===== src/rtl/hydra_pkg.sv =====
// rtl/hydra_pkg.sv - shared constants, FSM states and WRR weight for the hydra read path
package hydra_pkg;

  localparam int NUM_PRIOR   = 8;
  localparam int WORD_W      = 16;
  localparam int CNT_W       = 10;
  localparam int HDR_LEN_LSB = 7;
  localparam int HDR_LEN_MSB = 15;

  typedef enum logic [1:0] {
    ST_IDLE = 2'd0,
    ST_POP  = 2'd1,
    ST_DATA = 2'd2,
    ST_EOP  = 2'd3
  } rd_state_e;

  // Full credit value of a queue: higher queues get proportionally more turns.
  function automatic logic [3:0] wrr_weight(input logic [2:0] q);
    return {1'b0, q} + 4'd1;
  endfunction

endpackage


===== src/rtl/rd_wrr_arbiter.sv =====
// rtl/rd_wrr_arbiter.sv - strict-priority / weighted-round-robin queue selector
module rd_wrr_arbiter
  import hydra_pkg::*;
(
  input  logic                 clk,
  input  logic                 rst_n,
  input  logic                 wrr_en,
  input  logic [NUM_PRIOR-1:0] queue_nempty,
  input  logic                 grant_take,
  output logic                 grant_vld,
  output logic [2:0]           grant_q
);

  logic [3:0]           credit [NUM_PRIOR];
  logic [NUM_PRIOR-1:0] eligible;
  logic                 hit;
  logic [2:0]           hit_q;
  logic [2:0]           any_q;

  // Queues that are nonempty and still hold credit in this round.
  always_comb begin
    eligible = '0;
    for (int q = 0; q < NUM_PRIOR; q++) begin
      eligible[q] = queue_nempty[q] && (credit[q] != 4'd0);
    end
  end

  // Highest-index encoders; ascending scan so the last match wins.
  always_comb begin
    hit   = 1'b0;
    hit_q = 3'd0;
    any_q = 3'd0;
    for (int q = 0; q < NUM_PRIOR; q++) begin
      if (eligible[q]) begin
        hit   = 1'b1;
        hit_q = 3'(q);
      end
      if (queue_nempty[q]) begin
        any_q = 3'(q);
      end
    end
  end

  assign grant_vld = |queue_nempty;
  assign grant_q   = (wrr_en && hit) ? hit_q : any_q;

  // Credits: held full in strict mode; spend on grant, reload when nobody eligible has any.
  always_ff @(posedge clk) begin
    if (!rst_n || !wrr_en) begin
      for (int q = 0; q < NUM_PRIOR; q++) begin
        credit[q] <= wrr_weight(3'(q));
      end
    end else if (grant_take && grant_vld) begin
      if (hit) begin
        credit[hit_q] <= credit[hit_q] - 4'd1;
      end else begin
        for (int q = 0; q < NUM_PRIOR; q++) begin
          credit[q] <= (3'(q) == any_q) ? wrr_weight(3'(q)) - 4'd1 : wrr_weight(3'(q));
        end
      end
    end
  end

endmodule


===== src/rtl/port_rd_backend.sv =====
// rtl/port_rd_backend.sv - per-port egress read engine: arbitrate, pop, stream one packet
module port_rd_backend
  import hydra_pkg::*;
(
  input  logic                 clk,
  input  logic                 rst_n,
  input  logic                 wrr_en,
  input  logic [NUM_PRIOR-1:0] queue_nempty,
  input  logic                 ready,
  output logic                 pop_vld,
  output logic [2:0]           pop_prior,
  input  logic                 fetch_vld,
  input  logic [WORD_W-1:0]    fetch_data,
  input  logic                 fetch_last,
  output logic                 rd_sop,
  output logic                 rd_vld,
  output logic [WORD_W-1:0]    rd_data,
  output logic                 rd_eop,
  output logic                 len_err
);

  rd_state_e                           state_q, state_d;
  logic [2:0]                          q_sel;
  logic [CNT_W-1:0]                    cnt;
  logic [HDR_LEN_MSB-HDR_LEN_LSB:0]    len_q;
  logic                                rd_vld_q;
  logic [WORD_W-1:0]                   rd_data_q;
  logic                                grant_vld;
  logic [2:0]                          grant_q;
  logic                                grant_take;
  logic                                word_take;

  rd_wrr_arbiter u_arb (
    .clk          (clk),
    .rst_n        (rst_n),
    .wrr_en       (wrr_en),
    .queue_nempty (queue_nempty),
    .grant_take   (grant_take),
    .grant_vld    (grant_vld),
    .grant_q      (grant_q)
  );

  assign word_take = (state_q == ST_DATA) && fetch_vld;

  // Next state and state-decoded pulses; ready only matters while idle.
  always_comb begin
    state_d    = state_q;
    grant_take = 1'b0;
    pop_vld    = 1'b0;
    rd_sop     = 1'b0;
    rd_eop     = 1'b0;
    len_err    = 1'b0;
    case (state_q)
      ST_IDLE: begin
        if (ready && grant_vld) begin
          grant_take = 1'b1;
          state_d    = ST_POP;
        end
      end
      ST_POP: begin
        pop_vld = 1'b1;
        rd_sop  = 1'b1;
        state_d = ST_DATA;
      end
      ST_DATA: begin
        if (fetch_vld && fetch_last) begin
          state_d = ST_EOP;
        end
      end
      ST_EOP: begin
        rd_eop  = 1'b1;
        len_err = (cnt != ({1'b0, len_q} + 10'd1));
        state_d = ST_IDLE;
      end
      default: state_d = ST_IDLE;
    endcase
  end

  assign pop_prior = q_sel;
  assign rd_vld    = rd_vld_q;
  assign rd_data   = rd_data_q;

  // State, selected queue, word counter with saturation, header length and egress word.
  always_ff @(posedge clk) begin
    if (!rst_n) begin
      state_q   <= ST_IDLE;
      q_sel     <= 3'd0;
      cnt       <= '0;
      len_q     <= '0;
      rd_vld_q  <= 1'b0;
      rd_data_q <= '0;
    end else begin
      state_q  <= state_d;
      rd_vld_q <= word_take;
      if (grant_take) begin
        q_sel <= grant_q;
      end
      if (state_q == ST_POP) begin
        cnt <= '0;
      end else if (word_take) begin
        rd_data_q <= fetch_data;
        if (cnt == '0) begin
          len_q <= fetch_data[HDR_LEN_MSB:HDR_LEN_LSB];
        end
        if (cnt != {CNT_W{1'b1}}) begin
          cnt <= cnt + 10'd1;
        end
      end
    end
  end

endmodule


===== config.mk =====
export PLATFORM = sky130hd
export DESIGN_NAME = port_rd_backend
export DESIGN_NICKNAME = d
export VERILOG_FILES = /design/src/rtl/hydra_pkg.sv /design/src/rtl/rd_wrr_arbiter.sv /design/src/rtl/port_rd_backend.sv
export SDC_FILE = /design/constraint.sdc
export NUM_CORES = 1
export LEC_CHECK = 0
export BUFFER_PORTS_ARGS = -buffer_cell sky130_fd_sc_hd__buf_2
export CORE_MARGIN = 5
export CORE_UTILIZATION = 58
export DETAILED_ROUTE_END_ITERATION = 16
export GPL_TIMING_DRIVEN = 0
export MAX_ROUTING_LAYER = met4
export PLACE_DENSITY = 0.8
export SLEW_MARGIN = 40
export SYNTH_ARGS = -nofsm -noshare
export SYNTH_HDL_FRONTEND = slang
export SYNTH_SLANG_ARGS = --single-unit

===== constraint.sdc =====
create_clock -name clk -period 3.4 [get_ports clk]
set_input_delay 0 -clock clk [delete_from_list [all_inputs] [get_ports clk]]
set_output_delay 0 -clock clk [all_outputs]
set_load 0.1 [all_outputs]

==> impl_metrics.json <==
{
  "via_count": 3859,
  "synth_area_leaders": "edfxtp_1 (23%), dfxtp_1 (19%), nand2_1 (6.2%)",
  "synthXorXnorAreaFrac": 0.0410,
  "drive_gt1_frac": 0.221,
  "synth_compound_area_frac": 0.213,
  "synth_top_family_by_area": "simple AND/OR/NAND/NOR gates",
  "start_util": 0.591,
  "startpoint": "u_arb.credit[3][2]",
  "power.density_nw_per_um2": 523,
  "die-height_um": 95.5,
  "nNetsFinal": 573,
  "synthMuxAreaShare": 0.0454,
  "slew_headroom": 0.540,
  "max_freq_mhz": 303,
  "dp_hpwl_um": 8150,
  "combPwrFrac": 0.347,
  "cts_sinks": 73,
  "regArea_um2": 1780,
  "yosysWarnings": 0,
  "finalClockSkew_ps": 10.6,
  "cts_root_buffer": "clkbuf_8",
  "design_power_total_w": 0.00271,
  "avgSynthCellArea_um2": 9.60,
  "layout_min_cycle_time_ps": 3300,
  "grt_max_degree": 14,
  "port_buffers": 51,
  "rows": 31,
  "cts_buffers": 9,
  "leakage_nw": 2.01,
  "fin_ws_ps": 101,
  "worstMarginPinSlew_ps": 688,
  "swShare": 0.401,
  "cp.arrival_ps": 3390,
  "placedCellCount": 592,
  "worstSetupPathType": "flip-flop to flip-flop",
  "switching_power_w": 0.00109,
  "synthCells": 442,
  "status": "completed",
  "r2r_start": "u_arb.credit[3][2]",
  "ff2ff_setup_slack_ps": 100,
  "cts_tree": "built",
  "hold_viol_final": 0,
  "worst-path-max-fanout": 8,
  "drc": 0,
  "path_clk_slew_ps": 80,
  "coreArea_um2": 7180,
  "grt_pass1_wl_um": 18000,
  "r2r_cells": 10,
  "max_cap_violations": 0,
  "n_antenna_cell": 0,
  "synth_ff_type": "dfxtp_1",
  "ys_ff_latch": 73,
  "grt_remaining_overflow": 0,
  "seqPwrFrac": 0.384,
  "synth_edf_count": 32,
  "htree_levels": 3,
  "endpoint_kind": "flip-flop",
  "place_ws_ps": -163,
  "synth-seq-area-share": 0.420,
  "drt_iter0_drc": 334,
  "ys_types": 70,
  "syn-cell-area_um2": 4240,
  "fin_tns_setup_ps": 0,
  "yosysTopAreaCell": "edfxtp_1",
  "yosysTopAreaCellShare": 0.226,
  "first_pass_iters": 6,
  "wl_per_cell_um": 18.0,
  "rsz0062_at_grt": "false",
  "synthSimpleGateAreaFrac": 0.221,
  "gp_congestion": 0.986,
  "synthArstFlopShare": 0,
  "clkPwrFrac": 0.269,
  "num_io_pins": 54,
  "final-setup-viol-count": 0,
  "area_delta_synth_final_pct": 21.9,
  "vias_per_cell": 6.05,
  "ant_nets": 0,
  "grt_usage": 0.266,
  "synth-adder-area-share": 0.0265,
  "die_width_um": 95.5,
  "irDropWorstVdd_mv": 0.740,
  "die_area_um2": 9130,
  "cts_buffer_depth": 2,
  "fillers": 538,
  "fin_cells": 638,
  "syn_nets": 481,
  "p_int_w": 0.00162,
  "worstSkewPairLatency_ps": 360,
  "maxSlewViolCount": 0,
  "antenna_found_initial": 0,
  "hp-class": "input port to flip-flop",
  "fin_crit_sh": 0.970,
  "routed_wl_um": 11500,
  "crit_path_end": "u_arb.credit[6][2]",
  "worstSetupStartpointType": "flip-flop",
  "first_global_vias": 3608,
  "multi_input_area_um2": 2390,
  "crit_required_ps": 3490,
  "reg2reg_to": "u_arb.credit[6][2]"
}
[worst max-delay path: stages, from the launching register on]
cell       delay [ps]
edfxtp_1          460
o41ai_4           520
o211ai_2          250
a31oi_4           400
mux2i_2           340
o2111ai_4         250
inv_4             190
ha_1              260
xnor2_4           130
buf_4             170
nand2_1            50
[power groups by stage]
stage	registers, W	logic (W)	clock network, W
2_1_floorplan	0.00123	0.000516	0
3_5_place_dp	0.00105	0.000882	0
4_1_cts	0.00103	0.000907	0.000737
5_1_grt	0.00105	0.000994	0.000766
3_3_place_gp	0.00105	0.000867	0
6_report	0.00104	0.000939	0.000729
[layout make-up]
cell class | count | share of cell area
multi-input cells | 343 | 0.461
plain buffers | 18 | 0.0210
flip-flops and latches | 73 | 0.344
well taps | 99 | 0.0239
inverters | 8 | 0.00629
clock inverters | 4 | 0.00556
clock buffers | 12 | 0.0363
repair buffers | 81 | 0.102
[synthesized netlist by cell type, types with 3 or more instances]
cell	n
or3_1	4
xnor2_1	11
a21oi_1	15
nand2_1	70
mux2i_1	17
edfxtp_1	32
nand3_1	18
or2_2	4
dfxtp_1	41
o41a_1	4
and3_1	10
ha_1	9
o41ai_2	3
a22oi_1	3
o21ai_0	19
inv_1	7
nand2b_1	4
a21boi_0	18
nand4_1	6
nor2_1	28
nor3_1	9
nor2b_1	12
o31a_1	3
o211a_1	3
o21ai_1	5
and2_1	4
o41ai_1	3
xor2_1	7
nor3_2	7
clkbuf_1	13
[routing by layer]
metal	routed length [um]	share of wire	vias to the layer above	GRT usage
met5	0	0	-	-
met2	5290	0.46	175	0.405
met4	247	0.021	0	0.0794
met3	840	0.073	25	0.0442
met1	5120	0.45	1834	0.365
li1	-	-	1825	-
[cell families (layout without fill, tap and decap cells)]
group           after synthesis  after routing
mux                          19             19
fa+ha+maj                     9              9
buf+inv                      26            123
simple gates                187            187
xor+xnor                     19             19
flops                        73             73
compound gates              109            109
[layout by cell type (no fill, tap or decap), types with 13 or more instances in the layout]
| cell type | count |
|---|---|
| a21boi_0 | 18 |
| a21oi_1 | 13 |
| buf_2 | 52 |
| buf_4 | 13 |
| clkbuf_1 | 13 |
| dfxtp_1 | 41 |
| dlygate4sd3_1 | 18 |
| edfxtp_1 | 32 |
| mux2i_1 | 16 |
| nand2_1 | 70 |
| nand3_1 | 18 |
| nor2_1 | 28 |
| o21ai_0 | 19 |
[worst min-delay path by stage]
stage	endpoint	cells past startpoint	startpoint
after floorplan	rd_data[10]	2	fetch_data[10]
after CTS	pop_prior[0]	2	rst_n
after global placement	rd_data[4]	3	fetch_data[4]
after detailed placement	rd_data[3]	3	fetch_data[3]
final	pop_prior[0]	2	rst_n
after global routing	pop_prior[0]	2	rst_n
[timing repair]
item,in CTS,in global routing
setup endpoints to repair,11,21
hold buffers,18,0
pin swaps,0,6
gates resized for setup,3,5
hold endpoints to repair,27,0
buffers inserted,0,12
[through the flow]
step,instance area (um2),utilization,hold slack [ps]
finish,5170,0.721,67.0
CTS,5050,0.704,69.6
global route,5170,0.721,75.9
detailed placement,4630,0.645,258
floorplan,4240,-,145
global placement,4620,0.644,250
[flip-flops by register name (all words and copies together) (netlist names)]
register and cells:
u_arb.credit 32, rd_data 16, cnt 10, len_q 9, pop_prior 3, state_q 2, rd_vld 1
(Power assumes the default switching activity.)
